**config.mk**
```make
export PLATFORM = sky130hd
export DESIGN_NAME = lsu_access_splitter
export DESIGN_NICKNAME = d
export VERILOG_FILES = /design/src/rtl/lsu_access_splitter.sv
export SDC_FILE = /design/constraint.sdc
export NUM_CORES = 1
export LEC_CHECK = 0
export ABC_AREA = 1
export CORE_MARGIN = 2
export CORE_UTILIZATION = 50
export CTS_BUF_LIST = sky130_fd_sc_hd__clkbuf_16
export DETAILED_ROUTE_END_ITERATION = 8
export PLACE_DENSITY = 0.83
export SYNTH_ARGS = -nofsm -noshare
export SYNTH_HDL_FRONTEND = slang
export SYNTH_SLANG_ARGS = --single-unit
```
**constraint.sdc**
```tcl
create_clock -name clk -period 2.9 [get_ports clk]
set_clock_uncertainty 0.2 [all_clocks]
set_input_delay 0.435 -clock clk [delete_from_list [all_inputs] [get_ports clk]]
set_output_delay 0.435 -clock clk [all_outputs]
set_load 0.05 [all_outputs]
```
**src/rtl/lsu_access_splitter.sv**
```systemverilog
`default_nettype none
// ============================================================================
// Module  : lsu_access_splitter
// Brief   : Splits a load/store into one or two word-aligned TCM transactions
//           and merges/extends the returned load data.
// Revision: 1.0 - initial release
// ============================================================================
module lsu_access_splitter #(
    parameter int DATA_WIDTH       = 32,
    parameter int ADDR_WIDTH       = 32,
    parameter int ALLOW_MISALIGNED = 1
) (
    input  logic                  clk,
    input  logic                  rst_n,
    input  logic                  req_valid_i,
    output logic                  req_ready_o,
    input  logic [ADDR_WIDTH-1:0] req_addr_i,
    input  logic                  req_we_i,
    input  logic [1:0]            req_type_i,
    input  logic                  req_sign_ext_i,
    input  logic [DATA_WIDTH-1:0] req_wdata_i,
    output logic                  mem_req_o,
    input  logic                  mem_gnt_i,
    output logic [ADDR_WIDTH-1:0] mem_addr_o,
    output logic                  mem_we_o,
    output logic [3:0]            mem_be_o,
    output logic [DATA_WIDTH-1:0] mem_wdata_o,
    input  logic                  mem_rvalid_i,
    input  logic [DATA_WIDTH-1:0] mem_rdata_i,
    output logic                  rsp_valid_o,
    input  logic                  rsp_ready_i,
    output logic [DATA_WIDTH-1:0] rsp_rdata_o,
    output logic                  rsp_err_o
);

    typedef enum logic [2:0] {
        S_IDLE     = 3'd0,
        S_ISSUE_LO = 3'd1,
        S_WAIT_LO  = 3'd2,
        S_ISSUE_HI = 3'd3,
        S_WAIT_HI  = 3'd4,
        S_RESP     = 3'd5,
        S_ERR      = 3'd6
    } state_t;

    localparam logic [1:0] c_type_byte = 2'b00;
    localparam logic [1:0] c_type_half = 2'b01;
    localparam logic [1:0] c_type_ill  = 2'b11;

    state_t                  r_state;
    state_t                  w_state_nxt;
    logic [ADDR_WIDTH-1:0]   r_addr;
    logic                    r_we;
    logic [1:0]              r_type;
    logic                    r_sign_ext;
    logic [DATA_WIDTH-1:0]   r_wdata;
    logic [DATA_WIDTH-1:0]   r_lo;
    logic [DATA_WIDTH-1:0]   r_hi;

    logic                    w_accept;
    logic [1:0]              w_off;
    logic [7:0]              w_be8;
    logic [63:0]             w_wd64;
    logic                    w_split;
    logic [ADDR_WIDTH-3:0]   w_word;
    logic [ADDR_WIDTH-3:0]   w_word_nxt;
    logic [31:0]             w_rd;
    logic [31:0]             w_rd_ext;

    function automatic logic [7:0] f_be8(input logic [1:0] typ, input logic [1:0] off);
        logic [3:0] m;
        case (typ)
            c_type_byte: m = 4'b0001;
            c_type_half: m = 4'b0011;
            default:     m = 4'b1111;
        endcase
        return {4'b0000, m} << off;
    endfunction

    function automatic logic f_split(input logic [1:0] typ, input logic [1:0] off);
        logic [7:0] be;
        be = f_be8(typ, off);
        return |be[7:4];
    endfunction

    assign w_accept   = req_valid_i && (r_state == S_IDLE);
    assign w_off      = r_addr[1:0];
    assign w_be8      = f_be8(r_type, w_off);
    assign w_wd64     = {{DATA_WIDTH{1'b0}}, r_wdata} << {w_off, 3'b000};
    assign w_split    = |w_be8[7:4];
    assign w_word     = r_addr[ADDR_WIDTH-1:2];
    // Natural overflow gives the required wrap from the top word to address 0.
    assign w_word_nxt = w_word + {{(ADDR_WIDTH-3){1'b0}}, 1'b1};
    assign w_rd       = 32'({r_hi, r_lo} >> {w_off, 3'b000});

    always_comb begin
        w_rd_ext = w_rd;
        case (r_type)
            c_type_byte: w_rd_ext = {{24{r_sign_ext & w_rd[7]}}, w_rd[7:0]};
            c_type_half: w_rd_ext = {{16{r_sign_ext & w_rd[15]}}, w_rd[15:0]};
            default:     w_rd_ext = w_rd;
        endcase
    end

    always_ff @(posedge clk or negedge rst_n) begin
        if (!rst_n) begin
            r_state    <= S_IDLE;
            r_addr     <= '0;
            r_we       <= 1'b0;
            r_type     <= 2'b00;
            r_sign_ext <= 1'b0;
            r_wdata    <= '0;
            r_lo       <= '0;
            r_hi       <= '0;
        end else begin
            r_state <= w_state_nxt;
            if (w_accept) begin
                r_addr     <= req_addr_i;
                r_we       <= req_we_i;
                r_type     <= req_type_i;
                r_sign_ext <= req_sign_ext_i;
                r_wdata    <= req_wdata_i;
                r_lo       <= '0;
                r_hi       <= '0;
            end
            if (r_state == S_WAIT_LO && mem_rvalid_i) r_lo <= mem_rdata_i;
            if (r_state == S_WAIT_HI && mem_rvalid_i) r_hi <= mem_rdata_i;
        end
    end

    always_comb begin
        w_state_nxt = r_state;
        req_ready_o = 1'b0;
        mem_req_o   = 1'b0;
        mem_addr_o  = '0;
        mem_we_o    = 1'b0;
        mem_be_o    = 4'b0000;
        mem_wdata_o = '0;
        rsp_valid_o = 1'b0;
        rsp_rdata_o = '0;
        rsp_err_o   = 1'b0;
        case (r_state)
            S_IDLE: begin
                req_ready_o = 1'b1;
                if (req_valid_i) begin
                    if (req_type_i == c_type_ill ||
                        (f_split(req_type_i, req_addr_i[1:0]) && ALLOW_MISALIGNED == 0))
                        w_state_nxt = S_ERR;
                    else
                        w_state_nxt = S_ISSUE_LO;
                end
            end
            S_ISSUE_LO: begin
                mem_req_o   = 1'b1;
                mem_addr_o  = {w_word, 2'b00};
                mem_we_o    = r_we;
                mem_be_o    = w_be8[3:0];
                mem_wdata_o = w_wd64[31:0];
                if (mem_gnt_i) w_state_nxt = S_WAIT_LO;
            end
            S_WAIT_LO: begin
                if (mem_rvalid_i) w_state_nxt = w_split ? S_ISSUE_HI : S_RESP;
            end
            S_ISSUE_HI: begin
                mem_req_o   = 1'b1;
                mem_addr_o  = {w_word_nxt, 2'b00};
                mem_we_o    = r_we;
                mem_be_o    = w_be8[7:4];
                mem_wdata_o = w_wd64[63:32];
                if (mem_gnt_i) w_state_nxt = S_WAIT_HI;
            end
            S_WAIT_HI: begin
                if (mem_rvalid_i) w_state_nxt = S_RESP;
            end
            S_RESP: begin
                rsp_valid_o = 1'b1;
                rsp_rdata_o = r_we ? '0 : w_rd_ext;
                if (rsp_ready_i) w_state_nxt = S_IDLE;
            end
            S_ERR: begin
                rsp_valid_o = 1'b1;
                rsp_err_o   = 1'b1;
                if (rsp_ready_i) w_state_nxt = S_IDLE;
            end
            default: w_state_nxt = S_IDLE;
        endcase
    end

endmodule
`default_nettype wire

```
==> results of run 1 <==
==> cells in the final DEF (no fill, tap or decap), types with 3 or more instances in the layout <==
cell type	Yosys	layout
sky130_fd_sc_hd__nand3b_1	3	3
sky130_fd_sc_hd__nor2_2	1	9
sky130_fd_sc_hd__a31oi_1	4	3
sky130_fd_sc_hd__o211ai_1	8	8
sky130_fd_sc_hd__o22ai_1	29	29
sky130_fd_sc_hd__nor3_1	4	4
sky130_fd_sc_hd__inv_2	9	7
sky130_fd_sc_hd__a21oi_1	96	96
sky130_fd_sc_hd__a22o_1	5	5
sky130_fd_sc_hd__mux2_1	3	3
sky130_fd_sc_hd__o21ai_0	124	117
sky130_fd_sc_hd__nand2_1	276	273
sky130_fd_sc_hd__dfrtp_2	0	3
sky130_fd_sc_hd__a22oi_1	5	5
sky130_fd_sc_hd__nor2_4	3	17
sky130_fd_sc_hd__buf_12	0	97
sky130_fd_sc_hd__o21ai_1	16	19
sky130_fd_sc_hd__mux2_2	30	30
sky130_fd_sc_hd__inv_1	112	111
sky130_fd_sc_hd__o21ai_2	0	4
sky130_fd_sc_hd__dfrtp_1	127	124
sky130_fd_sc_hd__clkdlybuf4s50_1	0	106
sky130_fd_sc_hd__o221ai_1	3	3
sky130_fd_sc_hd__buf_4	6	32
sky130_fd_sc_hd__clkinv_4	0	5
sky130_fd_sc_hd__or2_2	3	3
sky130_fd_sc_hd__nor2_1	128	106
sky130_fd_sc_hd__clkbuf_16	0	17
sky130_fd_sc_hd__inv_6	0	7
sky130_fd_sc_hd__nand2_2	7	7
sky130_fd_sc_hd__nand3_1	85	85
==> worst paths after layout <==
kind	from	end	depth (start not counted)
max reg2reg	r_state[1]	r_lo[24]	6
min reg2reg	r_lo[3]	r_lo[3]	2
max	r_addr[0]	rsp_rdata_o[20]	8
min in group clk	r_lo[3]	r_lo[3]	2
min	rst_n	r_addr[6]	2
max in group asynchronous	rst_n	r_wdata[1]	3
==> cell usage after synthesis, types with 2 or more instances <==
cell type                  number  area (um2)
sky130_fd_sc_hd__a22oi_1        5        37.5
sky130_fd_sc_hd__nand3_1       85         425
sky130_fd_sc_hd__clkbuf_1      27         101
sky130_fd_sc_hd__mux2_1         3        33.8
sky130_fd_sc_hd__nand2_1      276        1040
sky130_fd_sc_hd__inv_2          9        33.8
sky130_fd_sc_hd__buf_2         31         155
sky130_fd_sc_hd__dfrtp_1      127        3180
sky130_fd_sc_hd__nand3b_1       3        22.5
sky130_fd_sc_hd__a31oi_1        4        25.0
sky130_fd_sc_hd__nand3_2        2        20.0
sky130_fd_sc_hd__mux2_2        30         338
sky130_fd_sc_hd__o221ai_1       3        26.3
sky130_fd_sc_hd__inv_1        112         420
sky130_fd_sc_hd__buf_4          6        45.0
sky130_fd_sc_hd__a22o_1         5        43.8
sky130_fd_sc_hd__a211oi_1       2        15.0
sky130_fd_sc_hd__o21ai_0      124         621
sky130_fd_sc_hd__buf_6          2        22.5
sky130_fd_sc_hd__nand4_1        2        12.5
sky130_fd_sc_hd__o21ai_1       16        80.1
sky130_fd_sc_hd__a21oi_1       96         480
sky130_fd_sc_hd__nor2_4         3        33.8
sky130_fd_sc_hd__nor3_1         4        20.0
sky130_fd_sc_hd__nor2_1       128         480
sky130_fd_sc_hd__o22ai_1       29         181
sky130_fd_sc_hd__nand2_2        7        43.8
sky130_fd_sc_hd__o211ai_1       8        60.1
sky130_fd_sc_hd__or2_2          3        18.8
==> cells by family (layout without fill, tap and decap cells) <==
| logic type | Yosys count | after routing | share of synthesized area |
|---|---|---|---|
| multiplexers | 33 | 33 | 0.0462 |
| adder cells (fa/ha/maj) | 1 | 1 | 0.00156 |
| buffers and inverters | 188 | 394 | 0.0973 |
| AND/OR/NAND/NOR | 514 | 514 | 0.264 |
| other | 1 | 4 | 0.000467 |
| AO/OA/AOI/OAI | 292 | 292 | 0.195 |
| flip-flops | 127 | 127 | 0.395 |
==> worst max-delay path, cell delays in order, from the launching register on <==
cell	delay, ps
sky130_fd_sc_hd__dfrtp_2	420
sky130_fd_sc_hd__buf_12	200
sky130_fd_sc_hd__nand2_1	90
sky130_fd_sc_hd__nand3_1	170
sky130_fd_sc_hd__nand3_4	160
sky130_fd_sc_hd__nand3_2	160
sky130_fd_sc_hd__nand2_8	190
sky130_fd_sc_hd__nor2_2	200
sky130_fd_sc_hd__buf_12	160
==> sequential cells by signal, indices dropped and copies added (netlist names) <==
| signal | cells |
|---|---|
| r_sign_ext | 1 |
| r_hi | 24 |
| r_addr | 32 |
| r_wdata | 32 |
| r_we | 1 |
| r_state | 3 |
| r_type | 2 |
| r_lo | 32 |
==> power groups by stage <==
stage	clock (mW)	combinational (mW)	sequential, mW
after floorplan	0	5.26	3.05
after detailed placement	0	8.31	3.31
final	2.04	8.82	3.37
after global placement	0	8.20	3.27
after global routing	2.14	9.46	3.45
after CTS	2.06	8.50	3.31
==> area by class of cell <==
class                   instances  area, um2
repair buffers                241       3340
clock buffers                  17        425
flip-flops and latches        127       3180
well taps                     216        270
clock inverters                15        126
multi-input cells             842       4280
fillers                      1156       3680
inverters                     121        464
diodes                          2       5.00
==> repair_timing <==
item                                    in CTS  in global routing
resized for setup                           27                 43
endpoints found under the setup margin      42                 54
setup buffers                                0                  4
pin swaps                                    0                  2
hold endpoints to repair                    24                  0
gates cloned                                 1                  0
hold buffers                                 1                  0
==> metrics by stage <==
| stage | TNS (ps) | total power [mW] | utilization |
|---|---|---|---|
| final | 0 | 14.2 | 0.767 |
| after global routing | -264 | 15.0 | 0.766 |
| after CTS | 0 | 13.9 | 0.753 |
| after detailed placement | 0 | 11.6 | 0.711 |
| after global placement | 0 | 11.5 | 0.711 |
| after floorplan | 0 | 8.32 | - |
==> routing by layer <==
metal  vias up  GRT usage  part of all wire
li1       4211          -                 -
met5         -          0                 0
met1      4274      0.474              0.41
met2       553      0.550              0.47
met4         0      0.119             0.024
met3        64     0.0863             0.097
==> qor.tcl, run 1 <==
set qor(route.antenna.remaining_nets) 0
set qor(power.sequential.fraction) 0.237
set qor(synth_seq_cells) 127
set qor(power.net_switching_mw) 7.19
set qor(layout-drive-gt1-share) 0.186
set qor(critPathCaptureType) {primary output}
set qor(achievable-frequency_mhz) 354
set qor(vias) 9102
set qor(grt_start_max_net_pins) 67
set qor(core.rowCount) 46
set qor(gr-usage-all-layers) 0.349
set qor(tritoncts_clock_tree) {done}
set qor(post_dp_cell_area_um2) 11200
set qor(initial_cell_density_of_the_core) 0.510
set qor(chipHeight_um) 131
set qor(synth_area_per_cell_um2) 6.95
set qor(htreeDepth) 4
set qor(post_synth_inst_count) 1156
set qor(timing_worst_slew_pin_value_ps) 592
set qor(dominantRegCellSynth) {sky130_fd_sc_hd__dfrtp_1}
set qor(synth-edff-count) 0
set qor(postSynth.asyncResetShare) 1.00
set qor(timing_worst_setup_path_type) {flop to primary output}
set qor(route.detailed.wl_per_inst_um) 18.7
set qor(layout.nets) 1457
set qor(total_instance_count_after_detailed_placement) 1541
set qor(worst-path-max-fanout) 36
set qor(maxSlewHeadroom) 0.604
set qor(yosys_warnings) 0
set qor(ios) 211
set qor(setup_slack_after_placement_ps) 272
set qor(globalplace.congestion) 0.996
set qor(vias_in_the_first_global_route) 8571
set qor(hpwlAfterDp_mm) 20.7
set qor(cts.sinks) 127
set qor(grt_pass1_wl_mm) 45.7
set qor(cap_viol_max_count) 0
set qor(crit_arrival_ps) 2190
set qor(design_area_um2) 12100
set qor(design.die.area_um2) 17100
set qor(grt_remaining_overflow) 0
set qor(min_period_ps) 2830
set qor(grt_setup_unrepaired) {yes}
set qor(drt_pass1_iterations) 6
set qor(route.detailed.vias_per_inst) 5.76
set qor(yosysUniqueCellTypes) 33
set qor(syn-cell-area_um2) 8040
set qor(cts-root-buf) {sky130_fd_sc_hd__clkbuf_16}
set qor(worstHoldPathType) {primary input to asynchronous set/reset pin}
set qor(number_of_antenna_violations_at_the_first_check_in_global_routing) 1
set qor(core-area_um2) 15800
set qor(cellPowerDensity_nw_per_um2) 1180
set qor(flow.area_growth_from_synthesis_pct) 50.4
set qor(final-max-slew-violation-count) 0
set qor(cts_made_buffers) 17
set qor(dr.first_iter.drc_count) 1084
set qor(worst_slack_ps) 71.2
set qor(synth.yosys.seq_area_share) 0.395
set qor(clock_pin_transition_on_the_worst_setup_and_hold_timing_paths_ps) 70
set qor(total_leakage_power_nw) 5.51
set qor(remaining_drc_errors) 0
set qor(clockBufferDepth) 2
set qor(finalHoldWorstSlack_ps) 283
set qor(post_layout_nonfiller_instances) 1581
set qor(regToRegSetupSlack_ps) 780
set qor(netSwitchingFraction) 0.505
set qor(wirelength_mm) 29.6
set qor(irDropWorstVdd_v) 0.000705
set qor(cellInternalPower_mw) 7.05
set qor(critical_path_rt_ps) 2270
set qor(setup.worst_path.start_class) {flop}
set qor(final_worst_path_cycle_share) 0.975
set qor(status) {finished, final reports clean}
set qor(power_frac_comb) 0.620
set qor(clock_insertion_delay_worst_skew_ps) 430
set qor(numPortBuffers) 208
set qor(p_clk_frac) 0.144
set qor(report.final.hold_viol_count) 0
set qor(die_span_x_um) 131
set qor(setup_violations) 0
Note: power is estimated with default switching activity, not from simulation.
==> run 2, diff against run 1 <==
==> constraint.sdc (replaced) <==
create_clock -name clk -period 3.34 [get_ports clk]
set_clock_uncertainty 0.2 [all_clocks]
set_input_delay 0.501 -clock clk [delete_from_list [all_inputs] [get_ports clk]]
set_output_delay 0.501 -clock clk [all_outputs]
set_load 0.05 [all_outputs]
==> qor.tcl, run 2 (synthesis gave the netlist of run 1 again) <==
set qor(remaining_drc_errors) 0 ;# unchanged
set qor(crit_path_cell_trace) {inv_2 > nand3_1 > nor2_2 > nand2_2 > nor2_1 > buf_12}
set qor(mostFrequentLayoutCell) {sky130_fd_sc_hd__nand2_1}
set qor(crit_arrival_ps) 2570 ;# +380 ps
set qor(layout-drive-gt1-share) 0.150 ;# -0.0354
set qor(route.antenna.remaining_nets) 0 ;# unchanged
set qor(grt_start_max_net_pins) 108 ;# +61%
set qor(setup_tns_ps) 0 ;# unchanged
set qor(total_instance_count_after_detailed_placement) 1538 ;# -0.19%
set qor(timing_worst_slew_pin_value_ps) 683 ;# +91.1 ps
set qor(grt_setup_unrepaired) {yes}
set qor(grt_remaining_overflow) 0 ;# unchanged
set qor(route.detailed.vias_per_inst) 5.77 ;# +0.30%
set qor(ios) 211 ;# unchanged
set qor(wirelength_mm) 29.1 ;# -1.7%
set qor(worstSetupPathDepth) 6 ;# -2
set qor(die_span_x_um) 131 ;# unchanged
set qor(vias) 9095 ;# -0.077%
set qor(vias_in_the_first_global_route) 8518 ;# -0.62%
set qor(globalplace.congestion) 1.01 ;# +1.4%
set qor(total_leakage_power_nw) 5.54 ;# +0.55%
set qor(most_frequent_cells_in_the_layout) {sky130_fd_sc_hd__nand2_1 (275), sky130_fd_sc_hd__nor2_1 (126), sky130_fd_sc_hd__dfrtp_1 (126)}
set qor(clock_insertion_delay_worst_skew_ps) 420 ;# about the same
set qor(cts-root-buf) {sky130_fd_sc_hd__clkbuf_16}
set qor(post_dp_cell_area_um2) 11000 ;# -1.7%
set qor(report.final.hold_viol_count) 0 ;# unchanged
set qor(worst_slack_ps) 71.2 ;# -0.0509 ps
set qor(core.rowCount) 46 ;# unchanged
set qor(largest_registers) {r_addr (32), r_lo (32), r_wdata (32)}
set qor(gr-usage-all-layers) 0.337 ;# -0.0118
set qor(final_worst_path_cycle_share) 0.979
set qor(design_area_um2) 11700 ;# -3.0%
set qor(critical-path-top-delay-family) {simple AND/OR/NAND/NOR gates}
set qor(crit_buf_inv) 2 ;# unchanged
set qor(cellPowerDensity_nw_per_um2) 1020 ;# -13%
set qor(finalHoldWorstSlack_ps) 320 ;# +36.7 ps
set qor(setup_violations) 0 ;# unchanged
set qor(fin_util) 0.744 ;# -0.0230
set qor(numPortBuffers) 208 ;# unchanged
set qor(flow.area_growth_from_synthesis_pct) 45.9
set qor(cts.sinks) 127 ;# unchanged
set qor(maxSlewHeadroom) 0.540 ;# -0.0646
set qor(post_layout_nonfiller_instances) 1575 ;# -0.38%
set qor(htreeDepth) 4 ;# unchanged
set qor(final-max-slew-violation-count) 0 ;# unchanged
set qor(achievable-frequency_mhz) 306
set qor(status) {finished, final reports clean}
set qor(hpwlAfterDp_mm) 20.7 ;# +0.25%
set qor(core-area_um2) 15800 ;# unchanged
set qor(critPathSlowestCell) {sky130_fd_sc_hd__dfrtp_1}
set qor(initial_cell_density_of_the_core) 0.510 ;# unchanged
set qor(drt_pass1_iterations) 9 ;# +3
set qor(min_period_ps) 3270
set qor(irDropWorstVdd_v) 0.000713 ;# +1.1%
set qor(tritoncts_clock_tree) {done}
set qor(design.die.area_um2) 17100 ;# unchanged
set qor(worst-path-max-fanout) 16 ;# -56%
set qor(clockBufferDepth) 2 ;# unchanged
set qor(design_power_total_mw) 12.0 ;# -16%
set qor(cts_made_buffers) 17 ;# unchanged
set qor(setup.worst_path.start_class) {flop}
set qor(timing_worst_setup_path_type) {flop to primary output}
set qor(route.detailed.wl_per_inst_um) 18.5 ;# -1.4%
set qor(layout.nets) 1452 ;# -0.34%
set qor(fillerInstances) 1200 ;# +3.8%
set qor(critPathCaptureType) {primary output}
set qor(setup_slack_after_placement_ps) 357 ;# +85.6 ps
set qor(chipHeight_um) 131 ;# unchanged
set qor(dr.first_iter.drc_count) 984 ;# -9.2%
set qor(clock_pin_transition_on_the_worst_setup_and_hold_timing_paths_ps) 60 ;# about the same
set qor(number_of_antenna_violations_at_the_first_check_in_global_routing) 0 ;# -1
set qor(worstHoldPathCells) 2
set qor(reg2regPathDepth) 7 ;# +1
set qor(worstHoldPathType) {flop to flop}
set qor(cap_viol_max_count) 0 ;# unchanged
set qor(grt_pass1_wl_mm) 44.2 ;# -3.4%
set qor(critical_path_rt_ps) 2640 ;# +370 ps
set qor(worst_path_largest_cell_delay_ps) 480 ;# +60 ps
## run 2: what timing repair did
action                     CTS  global route
pin swaps                    0             1
resized for setup            3            18
hold endpoints to repair    34             0
cloned                       0             1
hold buffers                 1             0
setup buffers                0             2
setup endpoints to repair    3            33
## run 2: per-layer routing
metal,wire (um),GRT usage
met1,11500,0.448
met2,13400,0.522
met3,3320,0.105
met4,913,0.125
met5,0,0
## run 2: power breakdown
group / total [mW] / internal, mW / switching (mW) / leakage, nW
clock: 1.93 / 1.18 / 0.751 / 0.288
combinational: 7.16 / 2.58 / 4.59 / 3.69
sequential: 2.88 / 2.25 / 0.634 / 1.56
total: 12.0 / 6.00 / 5.97 / 5.54
## run 2: worst paths after layout
check | to | startpoint | slack (ps)
setup / recovery | rsp_rdata_o[23] | r_state[1] | 70
hold / removal | r_lo[5] | r_lo[5] | 320
setup reg to reg | r_lo[27] | r_state[1] | 840
hold reg to reg | r_lo[5] | r_lo[5] | 320
max in group asynchronous | r_addr[3] | rst_n | 1730
min in group asynchronous | r_lo[25] | rst_n | 400
## run 2: final cells by class
type                            instances  area [um2]  share of cell area
Tap cell                              216         270              0.0230
Antenna cell                            1        2.50            0.000213
Sequential cell                       127        3180               0.271
Clock buffer                           17         425              0.0363
Clock inverter                         15         186              0.0159
Multi-Input combinational cell        842        4090               0.349
Timing Repair Buffer                  236        3110               0.265
Inverter                              121         457              0.0389
## run 2: worst min-delay path, stage by stage, from the launching register on
cell	delay [ps]
sky130_fd_sc_hd__dfrtp_1	350
sky130_fd_sc_hd__nand3_1	70
sky130_fd_sc_hd__o21ai_1	60
